[src/rtl/z80fi_collector_pkg.sv]
// rtl/z80fi_collector_pkg.sv - shared M-cycle codes, record field widths and record helpers
package z80fi_collector_pkg;

    typedef enum logic [2:0] {
        CYCLE_NONE     = 3'd0,
        CYCLE_M1       = 3'd1,
        CYCLE_RDWR_MEM = 3'd2,
        CYCLE_RDWR_IO  = 3'd3,
        CYCLE_INTERNAL = 3'd4,
        CYCLE_INTACK   = 3'd5
    } cycle_t;

    localparam int INSN_W      = 32;
    localparam int INSN_LEN_W  = 3;
    localparam int ADDR_W      = 16;
    localparam int DATA_W      = 8;
    localparam int CYCLE_W     = 3;
    localparam int MAX_BYTES   = 4;
    localparam int MAX_MCYCLES = 4;

    typedef enum logic {ST_IDLE, ST_ACTIVE} state_t;

    // mcnt counts opened M-cycles 1..5; 5 means the record has spilled past slot 4
    typedef struct packed {
        logic [INSN_W-1:0]                      insn;
        logic [INSN_LEN_W-1:0]                  len;
        logic [ADDR_W-1:0]                      ip_in;
        logic [ADDR_W-1:0]                      raddr;
        logic [DATA_W-1:0]                      rdata;
        logic                                   rd_seen;
        logic [2:0]                             mcnt;
        logic [MAX_MCYCLES-1:0][CYCLE_W-1:0]    types;
    } rec_t;

    function automatic rec_t apply_data(
        input rec_t              r,
        input logic              byte_valid,
        input logic [DATA_W-1:0] byte_data,
        input logic              rd_valid,
        input logic [ADDR_W-1:0] rd_addr,
        input logic [DATA_W-1:0] rd_data
    );
        rec_t o;
        o = r;
        if (byte_valid && r.len < INSN_LEN_W'(MAX_BYTES)) begin
            o.insn[{r.len[1:0], 3'b000} +: 8] = byte_data;
            o.len = r.len + 3'd1;
        end
        if (rd_valid && !r.rd_seen) begin
            o.raddr   = rd_addr;
            o.rdata   = rd_data;
            o.rd_seen = 1'b1;
        end
        return o;
    endfunction

endpackage

[src/rtl/z80fi_tcount.sv]
// rtl/z80fi_tcount.sv - saturating per-slot T-cycle counter with clear, load-1 and increment
module z80fi_tcount #(
    parameter int W = 4
) (
    input  logic         clk,
    input  logic         reset_n,
    input  logic         clear,
    input  logic         load,
    input  logic         inc,
    output logic [W-1:0] count,
    output logic [W-1:0] count_inc
);

    // count_inc is exposed so a record closing this cycle can publish the value before it lands
    assign count_inc = (count == {W{1'b1}}) ? count : count + W'(1);

    always_ff @(posedge clk or negedge reset_n) begin
        if (!reset_n) begin
            count <= '0;
        end else if (clear) begin
            count <= '0;
        end else if (load) begin
            count <= W'(1);
        end else if (inc) begin
            count <= count_inc;
        end
    end

endmodule

[src/rtl/z80fi_collector.sv]
// rtl/z80fi_collector.sv - gathers per-instruction Z80 bus activity into one published record
module z80fi_collector
    import z80fi_collector_pkg::*;
#(
    parameter int TCYCLE_W = 4
) (
    input  logic                  clk,
    input  logic                  reset_n,
    input  logic                  mcycle_start,
    input  logic [CYCLE_W-1:0]    mcycle_type,
    input  logic                  insn_done,
    input  logic [ADDR_W-1:0]     ip,
    input  logic                  insn_byte_valid,
    input  logic [DATA_W-1:0]     insn_byte,
    input  logic                  mem_rd_valid,
    input  logic [ADDR_W-1:0]     mem_rd_addr,
    input  logic [DATA_W-1:0]     mem_rd_data,
    output logic                  z80fi_valid,
    output logic [INSN_W-1:0]     z80fi_insn,
    output logic [INSN_LEN_W-1:0] z80fi_insn_len,
    output logic [ADDR_W-1:0]     z80fi_reg_ip_in,
    output logic [ADDR_W-1:0]     z80fi_bus_raddr,
    output logic [DATA_W-1:0]     z80fi_bus_rdata,
    output logic [CYCLE_W-1:0]    z80fi_mcycle_type1,
    output logic [CYCLE_W-1:0]    z80fi_mcycle_type2,
    output logic [CYCLE_W-1:0]    z80fi_mcycle_type3,
    output logic [CYCLE_W-1:0]    z80fi_mcycle_type4,
    output logic [TCYCLE_W-1:0]   z80fi_tcycles1,
    output logic [TCYCLE_W-1:0]   z80fi_tcycles2,
    output logic [TCYCLE_W-1:0]   z80fi_tcycles3,
    output logic [TCYCLE_W-1:0]   z80fi_tcycles4,
    output logic                  z80fi_overflow
);

    state_t state;
    rec_t   wrk, upd, fresh, nxt;
    logic   active, open_rec, old_start, publish, ovf_evt;

    logic [MAX_MCYCLES-1:0] t_load, t_clear, t_inc;
    logic [TCYCLE_W-1:0]    t_count     [MAX_MCYCLES];
    logic [TCYCLE_W-1:0]    t_count_inc [MAX_MCYCLES];
    logic [TCYCLE_W-1:0]    t_pub       [MAX_MCYCLES];

    // upd: the open record with this T-cycle applied; fresh: a record opened on this edge
    always_comb begin
        active    = (state == ST_ACTIVE);
        open_rec  = mcycle_start && (mcycle_type == CYCLE_M1) && (!active || insn_done);
        old_start = active && mcycle_start && !open_rec;
        publish   = active && insn_done;
        ovf_evt   = 1'b0;
        upd       = wrk;
        if (active && !open_rec) begin
            if (mcycle_start) begin
                if (wrk.mcnt < 3'(MAX_MCYCLES)) begin
                    upd.types[wrk.mcnt[1:0]] = mcycle_type;
                end else begin
                    ovf_evt = 1'b1;
                end
                if (wrk.mcnt < 3'd5) begin
                    upd.mcnt = wrk.mcnt + 3'd1;
                end
            end
            if (insn_byte_valid && wrk.len == INSN_LEN_W'(MAX_BYTES)) begin
                ovf_evt = 1'b1;
            end
            upd = apply_data(upd, insn_byte_valid, insn_byte, mem_rd_valid, mem_rd_addr, mem_rd_data);
        end
        fresh          = '0;
        fresh.ip_in    = ip;
        fresh.types[0] = CYCLE_M1;
        fresh.mcnt     = 3'd1;
        fresh          = apply_data(fresh, insn_byte_valid, insn_byte, mem_rd_valid, mem_rd_addr, mem_rd_data);
        nxt            = open_rec ? fresh : upd;
    end

    for (genvar i = 0; i < MAX_MCYCLES; i++) begin : g_slot
        assign t_load[i]  = ((i == 0) && open_rec) || (old_start && wrk.mcnt == 3'(i));
        assign t_clear[i] = (i != 0) && open_rec;
        assign t_inc[i]   = active && !mcycle_start && wrk.mcnt == 3'(i + 1);
        assign t_pub[i]   = t_inc[i] ? t_count_inc[i] : t_count[i];

        z80fi_tcount #(.W(TCYCLE_W)) u_tcount (
            .clk       (clk),
            .reset_n   (reset_n),
            .clear     (t_clear[i]),
            .load      (t_load[i]),
            .inc       (t_inc[i]),
            .count     (t_count[i]),
            .count_inc (t_count_inc[i])
        );
    end

    always_ff @(posedge clk or negedge reset_n) begin
        if (!reset_n) begin
            state              <= ST_IDLE;
            wrk                <= '0;
            z80fi_valid        <= 1'b0;
            z80fi_overflow     <= 1'b0;
            z80fi_insn         <= '0;
            z80fi_insn_len     <= '0;
            z80fi_reg_ip_in    <= '0;
            z80fi_bus_raddr    <= '0;
            z80fi_bus_rdata    <= '0;
            z80fi_mcycle_type1 <= CYCLE_NONE;
            z80fi_mcycle_type2 <= CYCLE_NONE;
            z80fi_mcycle_type3 <= CYCLE_NONE;
            z80fi_mcycle_type4 <= CYCLE_NONE;
            z80fi_tcycles1     <= '0;
            z80fi_tcycles2     <= '0;
            z80fi_tcycles3     <= '0;
            z80fi_tcycles4     <= '0;
        end else begin
            state       <= open_rec ? ST_ACTIVE : (publish ? ST_IDLE : state);
            wrk         <= nxt;
            z80fi_valid <= publish;
            if (ovf_evt) begin
                z80fi_overflow <= 1'b1;
            end
            if (publish) begin
                z80fi_insn         <= upd.insn;
                z80fi_insn_len     <= upd.len;
                z80fi_reg_ip_in    <= upd.ip_in;
                z80fi_bus_raddr    <= upd.raddr;
                z80fi_bus_rdata    <= upd.rdata;
                z80fi_mcycle_type1 <= upd.types[0];
                z80fi_mcycle_type2 <= upd.types[1];
                z80fi_mcycle_type3 <= upd.types[2];
                z80fi_mcycle_type4 <= upd.types[3];
                z80fi_tcycles1     <= t_pub[0];
                z80fi_tcycles2     <= t_pub[1];
                z80fi_tcycles3     <= t_pub[2];
                z80fi_tcycles4     <= t_pub[3];
            end
        end
    end

endmodule

[config.mk]
export PLATFORM = sky130hd
export DESIGN_NAME = z80fi_collector
export DESIGN_NICKNAME = d
export VERILOG_FILES = /design/src/rtl/z80fi_collector_pkg.sv /design/src/rtl/z80fi_tcount.sv /design/src/rtl/z80fi_collector.sv
export SDC_FILE = /design/constraint.sdc
export NUM_CORES = 1
export LEC_CHECK = 0
export CAP_MARGIN = 25
export CORE_UTILIZATION = 50
export CTS_BUF_LIST = sky130_fd_sc_hd__clkbuf_8
export DETAILED_ROUTE_END_ITERATION = 16
export PLACE_DENSITY = 0.9
export SYNTH_ARGS = -nofsm -noshare
export SYNTH_HDL_FRONTEND = slang
export SYNTH_HIERARCHICAL = 1
export SYNTH_SLANG_ARGS = --single-unit
[constraint.sdc]
create_clock -name clk -period 2.3 [get_ports clk]
set_clock_uncertainty 0.2 [all_clocks]
set_input_delay 0.23 -clock clk [delete_from_list [all_inputs] [get_ports clk]]
set_output_delay 0.23 -clock clk [all_outputs]
set_load 0.1 [all_outputs]
-- Word-level counts from Yosys, hierarchy flattened
Index checks and enable logic that the tools add are counted.
W data, S select, Z words.
- register bits: 213
- input port bits: 57
- output and inout port bits: 105
- logic and storage cells: 122
- add/sub/neg operators: 7
- order comparisons: 5
- equality and inequality tests: 10
- shift operators: 2
- mux-type cells: 34
- reduce and logical (&&, ||, !) cells: 33
- operator list (kind ; count):
    $mux W91 ; 2
    $mux W4 ; 15
    $mux W25 ; 2
    $mux W35 ; 1
    $bwmux W32 ; 1
    $shift A8 B7 Y32 const A ; 1
    $shiftx A8 B7 Y32 ; 1
    $logic_and A1 B1 Y1 ; 19
    $add A4 B1 Y4 const B ; 4
    $eq A4 B4 Y1 const B ; 4
    $mux W15 ; 1
    $bwmux W12 ; 1
    $mux W12 ; 1
    $mux W11 ; 1
    $reduce_bool A2 Y1 ; 5
    $lt A3 B3 Y1 const B ; 3
    $neg A5 Y7 ; 1
    $add A3 B1 Y3 const B ; 2
    $demux W3 S2 ; 1
    $eq A3 B1 Y1 const B ; 2
    $eq A3 B2 Y1 const B ; 2
    $eq A3 B3 Y1 const B ; 2
    $mux W1 ; 6
    $mux W3 ; 2
    7 further kinds ; 11

-- Depth between registers and ports, before layout
- depth in word-level cells: 9
- mapped depth: 9
- gate-level depth less buffers: 7

-- Hierarchy
The synthesis kept the hierarchy.
- modules (own cells, without submodules) (module ; instances ; cells each ; area an instance (um2) ; seq. area each (um2)):
    z80fi_collector ; 1 ; 775 ; 8413.1 ; 4929.7
    z80fi_tcount ; 4 ; 32 ; 272.8 ; 100.1

-- Worst setup path before layout
Ideal clock, no wire load.
- path type: reg-to-reg
- start: register wrk[56] (netlist bit)
- end: register wrk[59] (netlist bit)
- setup time: 0.067 ns
- arrival time: 2.120 ns
- data required time: 2.033 ns
- slack: -0.087 ns
- stages on the path, launching flop included: 8
- buffers on the path: 1
- clock period less this slack: 2.387 ns
- cell sequence: dfrtp_1 -> clkbuf_1 -> inv_1 -> ha_1 -> nor4bb_1 -> nand3_1 -> a21boi_1 -> a22o_1
- RTL lines (element ; RTL line ; text):
    start: declaration ; z80fi_collector.sv:36 ; rec_t wrk, upd, fresh, nxt;
    start signal: assignment ; z80fi_collector.sv:114 ; wrk <= nxt;

-- Worst setup path in the final report
- start: register state (netlist: active)
- end: register z80fi_insn[9]
- longest elaborated chain between the ends: 6
- elaborated cells between the ends (all ways): 7
- classes of those cells: 1 x mux; 6 x reduce/logical
- ends and longest elaborated chain (element ; RTL line ; text):
    start: declaration ; z80fi_collector.sv:35 ; state_t state;
    start signal: assignment ; z80fi_collector.sv:113 ; state <= open_rec ? ST_ACTIVE : (publish ? ST_IDLE : state);
    $logic_not A1 Y1 ; z80fi_collector.sv:47 ; open_rec = mcycle_start && (mcycle_type == CYCLE_M1) && (!active || insn_done);
    $logic_or A1 B1 Y1 ; z80fi_collector.sv:47 ;
    $logic_and A1 B1 Y1 ; z80fi_collector.sv:47 ;
    $logic_not A1 Y1 ; z80fi_collector.sv:52 ; if (active && !open_rec) begin
    $logic_and A1 B1 Y1 ; z80fi_collector.sv:52 ;
    $mux W91 ; z80fi_collector.sv:52 ;
    end signal: assignment ; z80fi_collector.sv:120 ; z80fi_insn <= upd.insn;
    end: declaration ; z80fi_collector.sv:19 ; output logic [INSN_W-1:0] z80fi_insn,
Parallel ways exist; a longest one is shown, timed or not. The select of a mux whose other input is x is not followed.
A chain may end at the register's enable or synchronous reset.

==> metrics list <==
* Outcome: finished, final reports clean
* Largest stage delay, worst path: 520 ps
- STA classifies the critical path startpoint as a register.
- For this run, design rule violations remaining after detail routing come to 0.
- Half-perimeter wire length after placement: 15330 um
- Once detail routing completed, the nets flagged for antenna violations numbered 0.
- The internal power of the cells totals 7.473 mW.
- Headroom to the max-slew limit came out at 48.60%.
- Count of vias placed by the detailed router: 7330
- The number of hold violations in the final report came to 0.
- The initial antenna violation count came to 0.
- The number of setup buffers added after CTS is 0.
- The filler cells instantiated in the layout total 1409.
- Sinks on the clock net: 213
* Post-layout utilization of the core: 65.44%
- By area the synthesized netlist is led by sky130_fd_sc_hd__dfrtp_1 (56%), sky130_fd_sc_hd__mux2i_1 (8.3%), sky130_fd_sc_hd__nand2_1 (8.0%).
- Warnings, synthesis: 6
- EDFF count, synth: 0
* Clock tree from TritonCTS: yes
- The die is 139.9 um tall.
- Setup violations remaining at the end of the flow were counted as 0.
* Setup repair after global routing missed its margin: false
- Critical Path Sink Type: register
- Per report_power, the clock group accounts for 25.5% of the total.
- Cts bufs inserted: 37
- Final max-slew violation count: 0
* Leading cell type in the layout, fill and taps excluded: sky130_fd_sc_hd__dfrtp_1
* Switching Share: 43.06%
- Global routing consumed, over all layers together, 24.06% of the routing resources.
- Detailed-route wire length: 22720 um
- Required time of the worst setup path: 2510 ps
- The first global-routing pass estimated 37610 um of wire.
- Cells with a size suffix above 1 make up 20.19% of the layout.
* Placed standard-cell area: 11460 sq um
* Placer congestion estimate: 0.8165
- The tightest min-delay check is of the in -> async type.
- Summed over its instances, the top area cell type makes up 56.08% of the synthesized netlist area.
* Synthesized flop and latch total: 213
* Gate count after technology mapping: 903
* Crit path time final: 2108 ps
* CP max FO: 8
- Registers are responsible for 37.1% of the overall power.
* Routed via count divided by cell count: 5.358
- Combinational cells account for 37.4% of the total power.
- The worst setup path is of the reg -> reg kind.
* VDD IR max: 0.0007016 V
- Library cell occupying the most area in the post-synthesis netlist: sky130_fd_sc_hd__dfrtp_1
- Clock Path Buffers: 3
- The number of global-route vias before repair was 7534.
- Overall die width: 139.9 um
* Actual slew at the worst max-slew pin: 767.4 ps
* FP Rows: 50
* Summed negative setup slack over all endpoints: 0 ps
* Die area: 19560 sq um
- The total overflow left after global routing is 0.
- In this run the cell area of the synthesized design comes to 9504 sq um.
* Power per unit of standard cell area: 1076 nW/um^2
- Master of the slowest instance on the critical path: sky130_fd_sc_hd__dfrtp_1
- After clock tree synthesis, the clock-pin slew on the worst setup and hold paths is 60 ps.
* Fin Hold WS: 14.48 ps
* Core box area: 18640 sq um
- Summing all non-filler instances in the final layout gives an area of 12200 sq um.
* First-pass DRT Iterations: 7
* Top FF cell, synth: sky130_fd_sc_hd__dfrtp_1
- Walking the worst path, the cells encountered are buf_4 -> nand3b_4 -> a211oi_4 -> buf_12 -> mux2i_1 -> o21ai_0.
- Wire length per cell: 16.61 um
- H-tree depth: 2
- Sequential share of the synthesized area: 56.08%
- Clock insertion delay at the later pin of the skew report: 540 ps
- In this run the tool buffered the top-level ports with 161 buffer cells.
- Commonest cells after routing, fill and taps aside: sky130_fd_sc_hd__dfrtp_1 (213), sky130_fd_sc_hd__nand2_1 (202), sky130_fd_sc_hd__buf_4 (145)
- Synth Area per Inst: 10.53 sq um
* Switching power of the nets: 5.651 mW
* Unique masters post-synth: 51
- Clock tree synthesis selected as its root buffer the cell sky130_fd_sc_hd__clkbuf_8.
- Based on the critical path, the design can be clocked at up to 0.4743 GHz.
* Maximum number of pins on one net before global-route repair: 72
* Net count reported at finish: 1180
- During I/O placement, the number of pins put on the boundary was 162.
- For this run, asynchronously set or reset flops after synthesis account for 100.0%.
* Total leakage power: 5.980 nW
* Period Utilization, post-route: 91.67%
* Diodes inserted: 0
- Max-cap violations in this run came to 0.
- Area delta synth->final: 28.37%
- Arrival time reported for the critical path endpoint: 2320 ps
* Starting density of the core: 50.98%
- In this run, the number of DRC markers left after iteration 0 of detailed routing was 528.
-- state kept, by name, summed over array words and instances (netlist names) --
| name | cells |
|---|---|
| z80fi_insn | 32 |
| z80fi_mcycle_type1 | 3 |
| g_slot.u_tcount/count | 16 |
| z80fi_bus_raddr | 16 |
| z80fi_overflow | 1 |
| z80fi_reg_ip_in | 16 |
| z80fi_tcycles1 | 4 |
| z80fi_tcycles3 | 4 |
| z80fi_mcycle_type4 | 3 |
| z80fi_mcycle_type2 | 3 |
| z80fi_bus_rdata | 8 |
| z80fi_mcycle_type3 | 3 |
| z80fi_insn_len | 3 |
| wrk | 91 |
| z80fi_tcycles2 | 4 |
| z80fi_tcycles4 | 4 |
| active | 1 |
| z80fi_valid | 1 |
-- kinds of logic (layout without fill, tap and decap cells) --
kind of cell	after synthesis	after routing	synth area share, %
AND/OR/NAND/NOR	346	346	17.21
other	1	2	0.03946
XOR/XNOR	6	6	0.5529
adder cells (fa/ha/maj)	15	15	1.975
AO/OA/AOI/OAI	166	166	11.81
flip-flops	213	213	56.08
multiplexers	83	83	8.794
buffers and inverters	73	303	3.541
-- worst max-delay path, delay by kind of cell, from the launching register on --
kind                   cells  cell delay, ps
and+or+nand+nor            1             180
buffers and inverters      2             400
DFF                        1             520
AOI/OAI and AO/OA          2             440
muxes                      1             260
-- cell usage after synthesis, types with 4 or more instances --
cell and count:
sky130_fd_sc_hd__a21boi_1 6, sky130_fd_sc_hd__a221o_1 7, sky130_fd_sc_hd__a22o_1 32, sky130_fd_sc_hd__a31oi_1 6, sky130_fd_sc_hd__and2_1 32, sky130_fd_sc_hd__and3_1 6, sky130_fd_sc_hd__and4_1 4, sky130_fd_sc_hd__buf_1 4
sky130_fd_sc_hd__buf_2 11, sky130_fd_sc_hd__buf_6 5, sky130_fd_sc_hd__clkbuf_1 26, sky130_fd_sc_hd__dfrtp_1 213, sky130_fd_sc_hd__ha_1 15, sky130_fd_sc_hd__inv_1 24, sky130_fd_sc_hd__mux2_1 4, sky130_fd_sc_hd__mux2i_1 79
sky130_fd_sc_hd__nand2_1 203, sky130_fd_sc_hd__nand3_1 12, sky130_fd_sc_hd__nand3b_1 5, sky130_fd_sc_hd__nor2_1 55, sky130_fd_sc_hd__nor2b_1 6, sky130_fd_sc_hd__nor4b_4 4, sky130_fd_sc_hd__o211a_1 4, sky130_fd_sc_hd__o21ai_0 69
sky130_fd_sc_hd__o21ai_1 23, sky130_fd_sc_hd__o31ai_1 4, sky130_fd_sc_hd__or3_1 4, sky130_fd_sc_hd__xnor2_1 6
-- stage by stage --
step	instances	setup WS [ps]	power (mW)
2_1_floorplan	904	20.95	8.500
3_3_place_gp	1302	-75.66	9.709
3_5_place_dp	1302	-140.5	9.823
4_1_cts	1368	118.5	13.21
5_1_grt	1368	35.61	13.71
6_report	1368	191.7	13.12
-- layout make-up --
cell class	count	area (sq um)	share of cell area (%)
sequential	213	5330	43.69
multi-input combinational	618	3861	31.65
timing repair buffer	214	1903	15.60
clock buffer	46	633.1	5.189
tap	234	292.8	2.400
clock inverter	19	90.09	0.7384
inverter	24	90.09	0.7384
-- final timing paths --
kind                          from  slack (ps)                  end  cells past startpoint
max in group asynchronous  reset_n        1180        z80fi_insn[8]                      3
setup reg to reg            active         190        z80fi_insn[9]                      6
hold reg to reg            wrk[54]         260  z80fi_reg_ip_in[14]                      2
min in group clk             ip[3]          30              wrk[43]                      3
setup / recovery            active         190        z80fi_insn[9]                      6
hold / removal             reset_n          10              wrk[56]                      2
-- power groups by stage --
stage / logic [mW] / registers [mW] / clock network [mW]
2_1_floorplan: 1.10 / 7.40 / 0
3_3_place_gp: 4.82 / 4.89 / 0
3_5_place_dp: 4.92 / 4.90 / 0
4_1_cts: 4.93 / 4.86 / 3.41
5_1_grt: 5.16 / 4.94 / 3.60
6_report: 4.91 / 4.87 / 3.34
-- timing repair --
item,in CTS,in global routing
hold buffers,1,0
setup endpoints to repair,0,13
gates resized for setup,0,1
hold endpoints to repair,213,0
-- routing by layer --
layer	wire, um	GRT usage, %	part of all wire (%)	up-vias
met4	663	10.53	2.9	0
li1	-	-	-	3490
met5	0	0	0	-
met3	1248	5.024	5.5	49
met2	11070	39.45	49	218
met1	9737	30.91	43	3573
(Power assumes the default switching activity.)
